==> config.mk <==
export PLATFORM = sky130hd
export DESIGN_NAME = pipe_prefix_sub_flat
export DESIGN_NICKNAME = d
export VERILOG_FILES = /design/src/rtl/pipe_prefix_sub_if.sv /design/src/rtl/pipe_prefix_sub.sv /design/src/flat_wrapper.sv
export SDC_FILE = /design/constraint.sdc
export NUM_CORES = 1
export LEC_CHECK = 0
export CAP_MARGIN = 20
export CELL_PAD_IN_SITES_DETAIL_PLACEMENT = 2
export CELL_PAD_IN_SITES_GLOBAL_PLACEMENT = 2
export CORE_ASPECT_RATIO = 1.4
export CORE_MARGIN = 10
export CORE_UTILIZATION = 25
export CTS_BUF_LIST = sky130_fd_sc_hd__clkbuf_8
export CTS_CLUSTER_DIAMETER = 50
export CTS_CLUSTER_SIZE = 14
export DETAILED_ROUTE_END_ITERATION = 7
export PLACE_DENSITY = 0.61
export SYNTH_ARGS = -nofsm -noshare
export SYNTH_HDL_FRONTEND = slang
export SYNTH_SLANG_ARGS = --single-unit
==> constraint.sdc <==
create_clock -name clk -period 12 [get_ports clk]
set_clock_uncertainty 0.2 [all_clocks]
set_input_delay 3 -clock clk [delete_from_list [all_inputs] [get_ports clk]]
set_output_delay 3 -clock clk [all_outputs]
set_load 0.02 [all_outputs]
==> src/rtl/pipe_prefix_sub_if.sv <==
// Operand/result bundle for the pipelined prefix subtractor.
// The optional signed-overflow output ovf exists only when PIPE_SUB_OVF_EN is defined.
// Master drives operands and samples results; slave is the subtractor.
interface pipe_prefix_sub_if #(
  parameter int WIDTH = 32
);
  logic             vin;
  logic [WIDTH-1:0] x;
  logic [WIDTH-1:0] y;
  logic             bin;
  logic             vout;
  logic [WIDTH-1:0] d;
  logic             bout;
`ifdef PIPE_SUB_OVF_EN
  logic             ovf;

  modport master (output vin, x, y, bin, input vout, d, bout, ovf);
  modport slave  (input vin, x, y, bin, output vout, d, bout, ovf);
`else
  modport master (output vin, x, y, bin, input vout, d, bout);
  modport slave  (input vin, x, y, bin, output vout, d, bout);
`endif
endinterface

==> src/rtl/pipe_prefix_sub.sv <==
// Pipelined Kogge-Stone parallel-prefix subtractor: d = x - y - bin, bout = borrow.
// Computed as x + ~y + cin with cin = ~bin; borrow-out is the inverted carry-out.
// Pipeline: one operand-formation stage, LEVELS prefix stages, one sum stage,
// so a result appears LEVELS+2 enabled edges after its operands are sampled.
// ce=0 freezes every register; rst (synchronous, active-high) clears all of them
// and takes priority over ce.
// Optional feature macro: PIPE_SUB_OVF_EN adds the signed-overflow output ovf,
// fed by x/y MSBs carried alongside the data.
module pipe_prefix_sub #(
  parameter int WIDTH = 32
) (
  input  logic              clk,
  input  logic              rst,
  input  logic              ce,
  pipe_prefix_sub_if.slave  bus
);

  localparam int LEVELS = $clog2(WIDTH);

  // Stage-1 combinational operand formation
  logic [WIDTH-1:0] ny_s;
  logic [WIDTH-1:0] g_in_s;
  logic [WIDTH-1:0] p_in_s;
  logic             cin_s;

  // Pipeline state. Index 0 is the operand stage, index k holds level-k prefix results.
  logic [WIDTH-1:0] g_r   [0:LEVELS];
  logic [WIDTH-1:0] gp_r  [0:LEVELS-1];
  logic [WIDTH-1:0] p_r   [0:LEVELS];
  logic             cin_r [0:LEVELS];
  logic             v_r   [0:LEVELS];

  // Next-state values of the prefix levels
  logic [WIDTH-1:0] g_nx_s  [1:LEVELS];
  logic [WIDTH-1:0] gp_nx_s [1:LEVELS-1];

  // Sum stage
  logic [WIDTH-1:0] d_s;
  logic [WIDTH-1:0] d_r;
  logic             bout_r;
  logic             vout_r;

  // Kogge-Stone black cell: group generate of (hi, lo) pair
  function automatic logic ks_gen(input logic g_hi, input logic p_hi, input logic g_lo);
    return g_hi | (p_hi & g_lo);
  endfunction

  // Kogge-Stone black cell: group propagate of (hi, lo) pair
  function automatic logic ks_prop(input logic p_hi, input logic p_lo);
    return p_hi & p_lo;
  endfunction

  // Bit generate/propagate from x and ~y, with the carry-in folded into bit 0 generate
  always_comb begin
    ny_s      = ~bus.y;
    cin_s     = ~bus.bin;
    p_in_s    = bus.x ^ ny_s;
    g_in_s    = bus.x & ny_s;
    g_in_s[0] = ks_gen(g_in_s[0], p_in_s[0], cin_s);
  end

  // Prefix levels 1..LEVELS-1 combine both G and P at span 2^(k-1)
  always_comb begin
    for (int k = 1; k < LEVELS; k++) begin
      g_nx_s[k]  = g_r[k-1];
      gp_nx_s[k] = gp_r[k-1];
      for (int i = 0; i < WIDTH; i++) begin
        if (i >= (32'd1 << (k - 1))) begin
          g_nx_s[k][i]  = ks_gen(g_r[k-1][i], gp_r[k-1][i], g_r[k-1][i - (32'd1 << (k - 1))]);
          gp_nx_s[k][i] = ks_prop(gp_r[k-1][i], gp_r[k-1][i - (32'd1 << (k - 1))]);
        end else begin
          g_nx_s[k][i]  = g_r[k-1][i];
          gp_nx_s[k][i] = gp_r[k-1][i];
        end
      end
    end
  end

  // Final prefix level needs only group generate (span WIDTH/2)
  always_comb begin
    g_nx_s[LEVELS] = g_r[LEVELS-1];
    for (int i = 0; i < WIDTH; i++) begin
      if (i >= (WIDTH / 2)) begin
        g_nx_s[LEVELS][i] = ks_gen(g_r[LEVELS-1][i], gp_r[LEVELS-1][i],
                                   g_r[LEVELS-1][i - (WIDTH / 2)]);
      end else begin
        g_nx_s[LEVELS][i] = g_r[LEVELS-1][i];
      end
    end
  end

  // Difference bits: each p xored with the carry into that bit (cin for bit 0)
  always_comb begin
    d_s = p_r[LEVELS] ^ {g_r[LEVELS][WIDTH-2:0], cin_r[LEVELS]};
  end

  // Main pipeline: reset clears everything, ce=0 holds everything
  always_ff @(posedge clk) begin
    if (rst) begin
      for (int k = 0; k <= LEVELS; k++) begin
        g_r[k]   <= '0;
        p_r[k]   <= '0;
        cin_r[k] <= 1'b0;
        v_r[k]   <= 1'b0;
      end
      for (int k = 0; k < LEVELS; k++) begin
        gp_r[k] <= '0;
      end
      d_r    <= '0;
      bout_r <= 1'b0;
      vout_r <= 1'b0;
    end else if (ce) begin
      g_r[0]   <= g_in_s;
      gp_r[0]  <= p_in_s;
      p_r[0]   <= p_in_s;
      cin_r[0] <= cin_s;
      v_r[0]   <= bus.vin;
      for (int k = 1; k <= LEVELS; k++) begin
        g_r[k]   <= g_nx_s[k];
        p_r[k]   <= p_r[k-1];
        cin_r[k] <= cin_r[k-1];
        v_r[k]   <= v_r[k-1];
      end
      for (int k = 1; k < LEVELS; k++) begin
        gp_r[k] <= gp_nx_s[k];
      end
      d_r    <= d_s;
      bout_r <= ~g_r[LEVELS][WIDTH-1];
      vout_r <= v_r[LEVELS];
    end
  end

  assign bus.d    = d_r;
  assign bus.bout = bout_r;
  assign bus.vout = vout_r;

`ifdef PIPE_SUB_OVF_EN
  logic xm_r [0:LEVELS];
  logic ym_r [0:LEVELS];
  logic ovf_r;

  // Operand MSBs travel with their data so overflow lines up with d
  always_ff @(posedge clk) begin
    if (rst) begin
      for (int k = 0; k <= LEVELS; k++) begin
        xm_r[k] <= 1'b0;
        ym_r[k] <= 1'b0;
      end
      ovf_r <= 1'b0;
    end else if (ce) begin
      xm_r[0] <= bus.x[WIDTH-1];
      ym_r[0] <= bus.y[WIDTH-1];
      for (int k = 1; k <= LEVELS; k++) begin
        xm_r[k] <= xm_r[k-1];
        ym_r[k] <= ym_r[k-1];
      end
      ovf_r <= (xm_r[LEVELS] ^ ym_r[LEVELS]) & (xm_r[LEVELS] ^ d_s[WIDTH-1]);
    end
  end

  assign bus.ovf = ovf_r;
`endif

endmodule

==> src/flat_wrapper.sv <==
// flat-port wrapper written by rule: the top's interface ports become plain ports
module pipe_prefix_sub_flat 
#(
  parameter int WIDTH = 32
)
  (clk, rst, ce, bus_vin, bus_x, bus_y, bus_bin, bus_vout, bus_d, bus_bout);
  pipe_prefix_sub_if #(.WIDTH(WIDTH)) bus_i ();
  input  logic clk;
  input  logic rst;
  input  logic ce;
  input wire logic [$bits(bus_i.vin)-1:0] bus_vin;
  input wire logic [$bits(bus_i.x)-1:0] bus_x;
  input wire logic [$bits(bus_i.y)-1:0] bus_y;
  input wire logic [$bits(bus_i.bin)-1:0] bus_bin;
  output wire logic [$bits(bus_i.vout)-1:0] bus_vout;
  output wire logic [$bits(bus_i.d)-1:0] bus_d;
  output wire logic [$bits(bus_i.bout)-1:0] bus_bout;
  assign bus_i.vin = bus_vin;
  assign bus_i.x = bus_x;
  assign bus_i.y = bus_y;
  assign bus_i.bin = bus_bin;
  assign bus_vout = bus_i.vout;
  assign bus_d = bus_i.d;
  assign bus_bout = bus_i.bout;
  pipe_prefix_sub #(.WIDTH(WIDTH)) u_core (.clk(clk), .rst(rst), .ce(ce), .bus(bus_i));
endmodule
# After elaboration in Yosys (flattened, before gate mapping)
# Memory sizes are Yosys's and may differ from the RTL's. A register that Yosys moved wholly into a read port is not among the register bits.
# Cells that the tools add are included.
dict set report totals {
  regBits 33
  out_inout_bits 34
  ramBits 556
  elab_cells 449
  memories 5
}
dict set report op_classes {
  n_mux 34
  n_bitwise 408
}
# name depth width read_ports rd_ports_with_merged_regs wr line_no
set mem_list {}
lappend mem_list {u_core.g_r 6 32 6 0 6 pipe_prefix_sub.sv:27} ;# logic [WIDTH-1:0] g_r [0:LEVELS];
lappend mem_list {u_core.p_r 6 32 6 0 6 pipe_prefix_sub.sv:29} ;# logic [WIDTH-1:0] p_r [0:LEVELS];
lappend mem_list {u_core.gp_r 5 32 5 0 5 pipe_prefix_sub.sv:28} ;# logic [WIDTH-1:0] gp_r [0:LEVELS-1];
lappend mem_list {u_core.cin_r 6 1 6 0 6 pipe_prefix_sub.sv:30} ;# logic cin_r [0:LEVELS];
lappend mem_list {u_core.v_r 6 1 6 1 6 pipe_prefix_sub.sv:31} ;# logic v_r [0:LEVELS];
# operator count
set ops {}
lappend ops {{$mux 32} 17}
lappend ops {{$and 1x1->1} 243}
lappend ops {{$or 1x1->1} 159}
lappend ops {{$xor 32x32->32} 2}
lappend ops {{$and 32x32->32} 1}
lappend ops {{$not 32->32} 1}
lappend ops {{$mux 1} 17}
lappend ops {{$not 1->1} 2}

# Depth between registers and ports, before layout
dict set report logic_depth {
  ltp_word 5
  ltp_mapped 5
  ltp_nobuf 4
}

# Worst setup path before layout
# Ideal clock, no wire load.
dict set report synth_path {
  path_type {in2reg}
  from {input ce}
  to {memory u_core.cin_r[0] (enable)}
  path_buffers 2
  arrival_time_ns 9.231
  required_time_ns 11.143
  path_stages 3
  setup_slack_ns 1.912
  path_cell_list {buf_2 -> buf_2 -> or2_2}
}
# item line_no
set synth_lines {}
lappend synth_lines {{from (decl)} flat_wrapper.sv:10} ;# input logic ce;
lappend synth_lines {{to (decl)} pipe_prefix_sub.sv:30}

==> metrics.md <==
| Metric | Value |
|---|---|
| Result of the run | `finished, final reports clean` |
| Root Buffer | `sky130_fd_sc_hd__clkbuf_8` |
| Type of element launching the critical path | `primary input` |
| Die ar. | `94200 um^2` |
| Logic depth of the worst register-to-register path | `2` |
| Number of distinct library cells after synthesis | `21` |
| Maximum number of pins on one net before global-route repair | `318` |
| Maximum count of clock buffers along a single path | `3` |
| Actual transition at the worst max-transition pin | `1230 ps` |
| Final Worst Setup Slack | `6050 ps` |
| Ys async rst share | `0%` |
| Clock network latency to the later pin of the worst-skew pair | `600 ps` |
| Number of levels the H-tree was split into | `2` |
| Total Nets Final | `1579` |
| Post-Place Cells | `2501` |
| Top area cells in the synthesized netlist | `sky130_fd_sc_hd__edfxtp_1, sky130_fd_sc_hd__and2_1, sky130_fd_sc_hd__dfxtp_1` |
| Power per cell area | `145 nW/um^2` |
| Clock buffer count from CTS | `45` |
| Minimum setup slack after placement | `5120 ps` |
| Clock Sinks | `528` |
| Y dimension of the die | `359 um` |
| Number of cells on the worst hold path | `1` |
| Number of placement rows | `124` |
| Global-route usage over all layers | `9.15%` |
| Number of violations reported at the end of detailed-routing iteration 0 | `568` |
| Endpoint arrival time on the critical path | `6030 ps` |
| Maximum vdd ir drop | `65.5 uV` |
| Final instance area | `23400 um^2` |
| Post-Syn Instances | `1385` |
| Detailed Route WL | `44500 um` |
| Leading cell type by number of instances after synthesis | `sky130_fd_sc_hd__edfxtp_1` |
| Worst hold path type | `reg -> reg` |
| Data required time at the worst endpoint | `12080 ps` |
| Non-filler cells, final | `2571` |
| Clock tree from TritonCTS | `built` |
| Share of the synthesized area in the top cell type | `72.2%` |
| Library cell with the largest summed area after synthesis | `sky130_fd_sc_hd__edfxtp_1` |
| Worst flop-to-flop path startpoint | `u_core.g_r[0][0]$_SDFFCE_PP0P_` |
| Critical register-to-register path endpoint | `u_core.g_r[0][33]$_SDFFCE_PP0P_` |
| Total number of vias | `10482` |
| Capture endpoint of the worst hold path | `u_core.bus.bout$_SDFFE_PP0P_` |
| CTS clock-pin slew for the worst setup and hold paths | `90 ps` |
| Global route total overflow | `0` |
| Aggregate negative setup slack | `0 ps` |
| Mapped Avg Cell Area | `14.8 um^2` |
| Wire length of the first global-routing pass | `69400 um` |
| Crit Path Max Fanout | `69` |
| Top flip-flop cell by instance count after synthesis | `sky130_fd_sc_hd__edfxtp_1` |
| FMAX | `0.168 GHz` |
| Setup repair after global routing missed its margin | `no` |
| CTS resizes | `0` |
| Antenna Violating Nets Remaining | `0` |
| Crit end category | `flip-flop` |
| Critical setup path kind | `in -> reg` |
| Commonest cells in the netlist | `sky130_fd_sc_hd__edfxtp_1, sky130_fd_sc_hd__and2_1, sky130_fd_sc_hd__nor2_1` |
| Setup violators final | `0` |
| Leakage power summed over all cells | `8.92 nW` |
| Number of enable flip-flop cells after synthesis | `494` |
| Worst setup slack for register-to-register paths | `10660 ps` |
| Synthesized cell area | `20500 um^2` |
| Worst slew margin relative to its limit | `18.1%` |
| Flop and latch count out of synthesis | `528` |
| Detailed-router iteration count before antenna repair | `4` |
| Share of synthesized area occupied by flip-flops and latches | `75.5%` |
| Max Transition Viols Final | `0` |
| IO Count | `103` |
| Initial core utilization | `25.2%` |
| Share of final-layout standard cells stronger than drive strength 1 | `4.40%` |
| Final weighted congestion of routability-driven global placement | `0.725` |
| Synthesis-to-layout area growth | `14.0%` |
| Vias per inst | `4.08` |
| Die outline width | `262 um` |
| Number of post-CTS setup repair buffers | `0` |
| Syn nets | `1486` |
| Antenna violations before repair | `1` |
| Core Box Area | `81600 um^2` |
| Final clock period utilization by the worst path | `49.6%` |
| Hold_sp | `u_core.g_r[0][191]$_SDFFCE_PP0P_` |
| Total of max-cap violations | `0` |
| Number of global-route vias before repair | `11816` |
| DP HPWL | `30200 um` |
| Min Tclk post-route | `5950 ps` |
| Number of hold-slack violations in the final timing report | `0` |
| Warnings from Yosys | `0` |
| Dpl cell area | `22600 um^2` |
| Total of hold buffers inserted after clock tree synthesis | `0` |
| Number of I/O port buffers | `102` |
| Total DRC errors in the routed layout | `0` |
| Origin of the worst setup path | `rst` |
| Routed wire per std cell | `17.3 um` |
[cell type report]
cell class              count  area [um^2]
diodes                      1         2.50
clock inverters            21          138
clock buffers              47          647
repair buffers            112         1140
flip-flops and latches    528        15500
inverters                  32          120
well taps                1071         1340
fillers                  8671        58200
multi-input cells         759         4520
[logic make-up after synthesis]
family          count (synthesis)  synth area share (%)
simple gates                  531                  14.2
flops                         528                  75.5
compound gates                163                  4.39
buf+inv                        98                  2.49
xor+xnor                       32                  1.36
fa+ha+maj                      32                  1.95
mux                             1                0.0487
[registers in the layout, indices dropped and copies added (netlist names)]
signal and flops:
u_core.bus.bout 1, u_core.bus.d 32, u_core.bus.vout 1, u_core.cin_r 6, u_core.g_r 192, u_core.gp_r 134, u_core.p_r 156, u_core.v_r 6
[where the power goes]
| group | internal, mW | switching [mW] |
|---|---|---|
| sequential | 2.14 | 0.0665 |
| combinational | 0.0854 | 0.124 |
| clock | 0.403 | 0.572 |
| total | 2.62 | 0.763 |
[placed cells by master (no fill, tap or decap)]
| cell | netlist | layout |
|---|---|---|
| sky130_fd_sc_hd__edfxtp_1 | 494 | 494 |
| sky130_fd_sc_hd__and2_1 | 265 | 265 |
| sky130_fd_sc_hd__nor2_1 | 164 | 164 |
| sky130_fd_sc_hd__a21oi_1 | 129 | 129 |
| sky130_fd_sc_hd__clkdlybuf4s50_1 | 0 | 101 |
| sky130_fd_sc_hd__and3_1 | 98 | 98 |
| sky130_fd_sc_hd__clkbuf_8 | 0 | 47 |
| sky130_fd_sc_hd__inv_1 | 32 | 45 |
| sky130_fd_sc_hd__dfxtp_1 | 34 | 34 |
| sky130_fd_sc_hd__a211oi_1 | 33 | 33 |
| sky130_fd_sc_hd__xnor2_1 | 32 | 32 |
| sky130_fd_sc_hd__ha_1 | 32 | 32 |
| sky130_fd_sc_hd__buf_4 | 2 | 7 |
| sky130_fd_sc_hd__clkinv_1 | 0 | 3 |
| sky130_fd_sc_hd__clkinv_2 | 0 | 2 |
| sky130_fd_sc_hd__bufinv_16 | 0 | 2 |
| sky130_fd_sc_hd__buf_12 | 0 | 2 |
| sky130_fd_sc_hd__diode_2 | 0 | 1 |
| sky130_fd_sc_hd__nor2b_1 | 1 | 1 |
| sky130_fd_sc_hd__o21a_1 | 1 | 1 |
| sky130_fd_sc_hd__mux2i_1 | 1 | 1 |
| sky130_fd_sc_hd__or2_4 | 0 | 1 |
| sky130_fd_sc_hd__nor2b_4 | 1 | 1 |
| sky130_fd_sc_hd__nand2b_4 | 0 | 1 |
| sky130_fd_sc_hd__clkinvlp_4 | 0 | 1 |
| sky130_fd_sc_hd__buf_2 | 14 | 1 |
| sky130_fd_sc_hd__buf_16 | 0 | 1 |
[metal layers]
layer,up-vias,GRT usage [%],routed length [um]
li1,5097,-,-
met1,5205,10.4,18700
met2,124,17.2,23800
met3,56,1.35,1150
met4,0,2.82,932
met5,-,0,0
[critical path, stage by stage]
cell,delay [ps]
sky130_fd_sc_hd__clkdlybuf4s50_1,470
sky130_fd_sc_hd__buf_4,380
sky130_fd_sc_hd__or2_4,470
sky130_fd_sc_hd__buf_4,740
sky130_fd_sc_hd__buf_4,500
sky130_fd_sc_hd__buf_16,320
[worst max-delay path by stage]
| stage | to | slack (ps) | cells past startpoint |
|---|---|---|---|
| after floorplan | u_core.cin_r[0]$_SDFFCE_PP0P_ | 1910 | 3 |
| after global placement | u_core.g_r[0][3]$_SDFFCE_PP0P_ | 5190 | 5 |
| after detailed placement | u_core.gp_r[0][4]$_SDFFCE_PP0P_ | 5120 | 5 |
| after CTS | u_core.p_r[0][50]$_SDFFCE_PP0P_ | 5790 | 5 |
| after global routing | u_core.gp_r[0][3]$_SDFFCE_PP0P_ | 5800 | 6 |
| final | u_core.g_r[0][110]$_SDFFCE_PP0P_ | 6050 | 6 |
[stage by stage]
stage	hold slack, ps	util, %	power, mW
CTS	246	28.7	3.46
floorplan	210	-	2.36
global route	259	28.7	3.55
finish	240	28.7	3.39
global placement	230	27.7	2.46
detailed placement	233	27.7	2.47
(Power assumes the default switching activity.)
